File: config.mk
export PLATFORM = sky130hd
export DESIGN_NAME = id_ex_reg
export DESIGN_NICKNAME = d
export VERILOG_FILES = /design/src/rtl/id_ex_reg.sv
export SDC_FILE = /design/constraint.sdc
export NUM_CORES = 1
export LEC_CHECK = 0
export BUFFER_PORTS_ARGS = -buffer_cell sky130_fd_sc_hd__buf_2
export CAP_MARGIN = 20
export CORE_AREA = 2 2 134 136
export DETAILED_ROUTE_END_ITERATION = 6
export DIE_AREA = 0 0 136 138
export GPL_TIMING_DRIVEN = 0
export PLACE_DENSITY = 0.65
export SYNTH_ARGS = -nofsm -noshare
export SYNTH_HDL_FRONTEND = slang
export SYNTH_SLANG_ARGS = --single-unit
File: constraint.sdc
create_clock -name clk -period 1.9 [get_ports clk]
set_input_delay 0.38 -clock clk [delete_from_list [all_inputs] [get_ports clk]]
set_output_delay 0.38 -clock clk [all_outputs]
set_load 0.02 [all_outputs]
File: src/rtl/id_ex_reg.sv
// ---------------------------------------------------------------------------
// id_ex_reg -- ID/EX pipeline register for the 5-stage RV32I core.
//
// Captures the decoded instruction fields from ID and presents them to EX one
// cycle later. It also contains the load-use hazard detector, and it handles
// flush (bubble), EX hold (freeze) and bubble insertion. A saturating counter
// records how many bubbles have been inserted since reset.
//
// Ports:
//   clk, reset            rising-edge clock, synchronous active-high reset
//   id_valid              ID slot holds a real instruction
//   id_pc, id_imm         instruction PC, sign-extended immediate (XLEN)
//   id_rs1/rs2_data       register-file read data (XLEN)
//   id_rs1/rs2/rd         register indices (REG_AW)
//   id_funct3/funct7      instr[14:12] / instr[31:25]
//   id_alu_op             00 LW/SW/AUIPC, 01 branch, 10 R/I, 11 JAL/LUI
//   id_alu_src .. id_jump single-bit control fields
//   ex_hold               downstream freeze request
//   flush                 branch/jump taken in EX, kill ID->EX transfer
//   ex_*                  registered copies of the id_* fields
//   stall_o               combinational: IF/ID and PC must hold this cycle
//   bubble_cnt            saturating count of inserted bubbles
// ---------------------------------------------------------------------------
module id_ex_reg #(
  parameter int XLEN   = 32,
  parameter int REG_AW = 5,
  parameter int CNT_W  = 16
) (
  input  logic              clk,
  input  logic              reset,
  input  logic              id_valid,
  input  logic [XLEN-1:0]   id_pc,
  input  logic [XLEN-1:0]   id_rs1_data,
  input  logic [XLEN-1:0]   id_rs2_data,
  input  logic [XLEN-1:0]   id_imm,
  input  logic [REG_AW-1:0] id_rs1,
  input  logic [REG_AW-1:0] id_rs2,
  input  logic [REG_AW-1:0] id_rd,
  input  logic [2:0]        id_funct3,
  input  logic [6:0]        id_funct7,
  input  logic [1:0]        id_alu_op,
  input  logic              id_alu_src,
  input  logic              id_mem_read,
  input  logic              id_mem_write,
  input  logic              id_reg_write,
  input  logic              id_mem_to_reg,
  input  logic              id_branch,
  input  logic              id_jump,
  input  logic              ex_hold,
  input  logic              flush,
  output logic              ex_valid,
  output logic [XLEN-1:0]   ex_pc,
  output logic [XLEN-1:0]   ex_rs1_data,
  output logic [XLEN-1:0]   ex_rs2_data,
  output logic [XLEN-1:0]   ex_imm,
  output logic [REG_AW-1:0] ex_rs1,
  output logic [REG_AW-1:0] ex_rs2,
  output logic [REG_AW-1:0] ex_rd,
  output logic [2:0]        ex_funct3,
  output logic [6:0]        ex_funct7,
  output logic [1:0]        ex_alu_op,
  output logic              ex_alu_src,
  output logic              ex_mem_read,
  output logic              ex_mem_write,
  output logic              ex_reg_write,
  output logic              ex_mem_to_reg,
  output logic              ex_branch,
  output logic              ex_jump,
  output logic              stall_o,
  output logic [CNT_W-1:0]  bubble_cnt
);

  // All pipeline fields are packed together so a bubble is simply all-zero.
  typedef struct packed {
    logic              valid;
    logic [XLEN-1:0]   pc;
    logic [XLEN-1:0]   rs1_data;
    logic [XLEN-1:0]   rs2_data;
    logic [XLEN-1:0]   imm;
    logic [REG_AW-1:0] rs1;
    logic [REG_AW-1:0] rs2;
    logic [REG_AW-1:0] rd;
    logic [2:0]        funct3;
    logic [6:0]        funct7;
    logic [1:0]        alu_op;
    logic              alu_src;
    logic              mem_read;
    logic              mem_write;
    logic              reg_write;
    logic              mem_to_reg;
    logic              branch;
    logic              jump;
  } fields_t;

  typedef enum logic [1:0] {
    ACT_LOAD   = 2'b00,
    ACT_BUBBLE = 2'b01,
    ACT_HOLD   = 2'b10
  } act_t;

  localparam logic [CNT_W-1:0] CNT_MAX = {CNT_W{1'b1}};
  localparam logic [CNT_W-1:0] CNT_ONE = {{(CNT_W-1){1'b0}}, 1'b1};

  fields_t          ex_q;
  fields_t          id_next;
  logic [CNT_W-1:0] cnt_q;
  logic             load_use;
  act_t             act;

  // Load-use hazard: the load in EX writes a register that ID reads. rs2 is
  // compared even for I-type; the occasional false stall is harmless.
  always_comb begin
    load_use = 1'b0;
    if (ex_q.valid && ex_q.mem_read && (ex_q.rd != {REG_AW{1'b0}}) && id_valid &&
        ((ex_q.rd == id_rs1) || (ex_q.rd == id_rs2))) begin
      load_use = 1'b1;
    end else begin
      load_use = 1'b0;
    end
  end

  assign stall_o = (ex_hold | load_use) & ~flush;

  // Gather the ID fields; an invalid slot has its side-effect bits cleared.
  always_comb begin
    id_next            = '0;
    id_next.valid      = id_valid;
    id_next.pc         = id_pc;
    id_next.rs1_data   = id_rs1_data;
    id_next.rs2_data   = id_rs2_data;
    id_next.imm        = id_imm;
    id_next.rs1        = id_rs1;
    id_next.rs2        = id_rs2;
    id_next.rd         = id_rd;
    id_next.funct3     = id_funct3;
    id_next.funct7     = id_funct7;
    id_next.alu_op     = id_alu_op;
    id_next.alu_src    = id_alu_src;
    id_next.mem_to_reg = id_mem_to_reg;
    if (id_valid) begin
      id_next.mem_read  = id_mem_read;
      id_next.mem_write = id_mem_write;
      id_next.reg_write = id_reg_write;
      id_next.branch    = id_branch;
      id_next.jump      = id_jump;
    end else begin
      id_next.mem_read  = 1'b0;
      id_next.mem_write = 1'b0;
      id_next.reg_write = 1'b0;
      id_next.branch    = 1'b0;
      id_next.jump      = 1'b0;
    end
  end

  // Edge action, priority flush > hold > load-use > load (reset handled in the flop).
  always_comb begin
    act = ACT_LOAD;
    if (flush) begin
      act = ACT_BUBBLE;
    end else if (ex_hold) begin
      act = ACT_HOLD;
    end else if (load_use) begin
      act = ACT_BUBBLE;
    end else begin
      act = ACT_LOAD;
    end
  end

  // Pipeline register and saturating bubble counter.
  always_ff @(posedge clk) begin
    if (reset) begin
      ex_q  <= '0;
      cnt_q <= {CNT_W{1'b0}};
    end else begin
      case (act)
        ACT_LOAD: begin
          ex_q <= id_next;
        end
        ACT_BUBBLE: begin
          ex_q <= '0;
          if (cnt_q != CNT_MAX) begin
            cnt_q <= cnt_q + CNT_ONE;
          end
        end
        ACT_HOLD: begin
          ex_q <= ex_q;
        end
        default: begin
          ex_q <= '0;
        end
      endcase
    end
  end

  assign ex_valid      = ex_q.valid;
  assign ex_pc         = ex_q.pc;
  assign ex_rs1_data   = ex_q.rs1_data;
  assign ex_rs2_data   = ex_q.rs2_data;
  assign ex_imm        = ex_q.imm;
  assign ex_rs1        = ex_q.rs1;
  assign ex_rs2        = ex_q.rs2;
  assign ex_rd         = ex_q.rd;
  assign ex_funct3     = ex_q.funct3;
  assign ex_funct7     = ex_q.funct7;
  assign ex_alu_op     = ex_q.alu_op;
  assign ex_alu_src    = ex_q.alu_src;
  assign ex_mem_read   = ex_q.mem_read;
  assign ex_mem_write  = ex_q.mem_write;
  assign ex_reg_write  = ex_q.reg_write;
  assign ex_mem_to_reg = ex_q.mem_to_reg;
  assign ex_branch     = ex_q.branch;
  assign ex_jump       = ex_q.jump;
  assign bubble_cnt    = cnt_q;

endmodule

==> results_dict.tcl <==
set metrics [dict create \
    status "finished with violations" \
    violations "negative setup slack" \
    synth_top_area_share 0.6087 \
    synth_enable_flop_cells 0 \
    hp-class "primary input to flop" \
    wl_per_cell_um 17.39 \
    numCtsBuffers 17 \
    drv_slew 0 \
    vdd_drop_max_uv 557.8 \
    gp_congestion 0.7938 \
    clk_pin_slew_ps 80 \
    yosysWarningCount 0 \
    first_pass_iters 4 \
    path_max_fanout 2 \
    cpMostUsedCell "nor2_1" \
    portBuffers 345 \
    syn_to_final_growth_pct 61.55 \
    die_y_um 138 \
    arrival_ps 1880 \
    required_ps 1520 \
    synth_nets 649 \
    grt_pass1_wl_mm 29.84 \
    die_area_um2 18770 \
    cts_tree "yes" \
    worst_slew_pin_slew_ps 597.4 \
    htreeDepth 4 \
    vias 5558 \
    synth_ff_type "dfxtp_1" \
    antenna_found_initial 1 \
    placed_area_um2 7974 \
    synth.avg_cell_area_um2 12.24 \
    path_class "flop to output port" \
    holdBufCountCts 0 \
    slew_headroom 0.6017 \
    final_common_cell "buf_2" \
    synth_cell_types 36 \
    skew_ps 12.55 \
    clock_latency_ps 420 \
    antenna_cells 0 \
    totalWireLength_mm 19.63 \
    hpwl_mm 13.64 \
    drcViolationCount 0 \
    die_w_um 136 \
    fin_ws_ps -356.5 \
    end_kind "output port" \
    drive_gt1_frac 0.5400 \
    syn_area_um2 5887 \
    grt_max_degree 19 \
    drv_cap 0 \
    drt-initial-drc-count 231 \
    yosysSeqAreaShare 0.6087 \
    worstPathCellList "or4_4, o2111ai_4, nor2_2, nor2_1, nor2_1, buf_4" \
    fin_crit_ps 2257 \
    post-route-period-util 1.188 \
    setup_viol 180 \
    fin_nets 1055 \
    rsz0062_at_grt "yes" \
    tns_ps -42470 \
    rows 49 \
    post-route-util 0.5424 \
    slowest_delay_ps 540 \
    cts_sinks 179 \
    io_pins 347 \
    clock_path_buffers 2 \
    power_mw 8.396 \
    cts_root_buf "clkbuf_16" \
    yosysTopAreaCell "dfxtp_1" \
    grt_pass1_vias 5543 \
    powerDensity_nw_per_um2 882.8 \
    layout_common_cells "344 x buf_2, 160 x dfxtp_1, 158 x a22o_1" \
    start_util 0.3357 \
    yosys_register_bits 179 \
    core_um2 17530 \
    start_kind "flop" \
    stdcell_area_um2 9510 \
    ant_nets 0 \
    vias_per_cell 4.923 \
    cp_slowest_cell "or4_4" \
    grt.total_usage 0.2035 \
    finalHoldViolations 0 \
    netlist_instances 481 \
    grt-ovfl-total 0 \
    ys_top_cells_by_area "dfxtp_1 61%, a22o_1 24%, buf_6 1.9%" \
    ys_async_sr_fraction 0 \
    leakage_nw 4.609 \
    max_freq_ghz 0.4432 \
]
[final cells by class]
class,count,area [µm²]
buffer,40,366.6
clock buffer,18,429.2
clock inverter,14,168.9
fill,1555,8024
inverter,1,3.754
multi-input combinational,259,2171
sequential,179,3632
tap,229,286.5
timing repair buffer,389,2452
[final timing paths]
check / from / endpoint / slack [ps] / cells past startpoint
setup / recovery: ex_rd[0] / stall_o / -360 / 6
hold / removal: id_imm[13] / ex_imm[13] / 170 / 2
setup reg to reg: ex_rd[0] / ex_rs1_data[14] / -330 / 10
hold reg to reg: ex_reg_write / ex_reg_write / 470 / 1
[cell usage after synthesis, types with 2 or more instances]
cell type	n
or4_1	2
nor3_1	2
a21oi_1	13
dfxtp_1	179
o21ai_0	6
a32o_1	5
and3_1	3
nor2_1	10
nand3_1	11
a22o_1	158
xor2_1	11
buf_2	11
nand4_1	3
or3_1	12
clkbuf_1	20
o21ai_1	6
buf_6	10
[per-layer routing]
| metal | share of wire | GRT usage |
|---|---|---|
| met3 | 0.067 | 0.06087 |
| met4 | 0.018 | 0.05921 |
| met1 | 0.42 | 0.2501 |
| met5 | 0 | 0 |
| met2 | 0.50 | 0.3430 |
[worst max-delay path, delay by kind of cell (launching register included)]
kind | cells | cell delay (ps)
AOI/OAI and AO/OA | 1 | 220
buffers and inverters | 1 | 160
DFF | 1 | 350
and+or+nand+nor | 4 | 740
[through the flow]
step	cells	hold slack [ps]	setup slack, ps
3_5_place_dp	1055	449.1	-714.7
3_3_place_gp	1055	444.6	-688.8
4_1_cts	1125	149.4	-395.8
6_report	1129	166.0	-356.5
5_1_grt	1129	146.0	-450.6
2_1_floorplan	481	511.9	-96.77
[where the power goes]
| part | switching, mW | total [mW] | internal, mW | leakage [nW] |
|---|---|---|---|---|
| Clock | 1.56 | 3.55 | 1.99 | 0.289 |
| Combinational | 0.461 | 0.918 | 0.457 | 2.85 |
| Sequential | 0.0684 | 3.93 | 3.86 | 1.47 |
[logic make-up (layout without fill, tap and decap cells)]
| group | after synthesis | count (layout) | synth area share |
|---|---|---|---|
| buf+inv | 43 | 462 | 0.04314 |
| flops | 179 | 179 | 0.6087 |
| xor+xnor | 11 | 11 | 0.01637 |
| fa+ha+maj | 1 | 1 | 0.002125 |
| compound gates | 192 | 192 | 0.2714 |
| simple gates | 53 | 53 | 0.05399 |
| mux | 2 | 2 | 0.004250 |
[what timing repair did]
action,in CTS,in global routing
pin swaps,75,43
cloned,15,5
gates resized for setup,87,16
setup buffers,24,9
endpoints found under the setup margin,180,180
(Power assumes the default switching activity.)
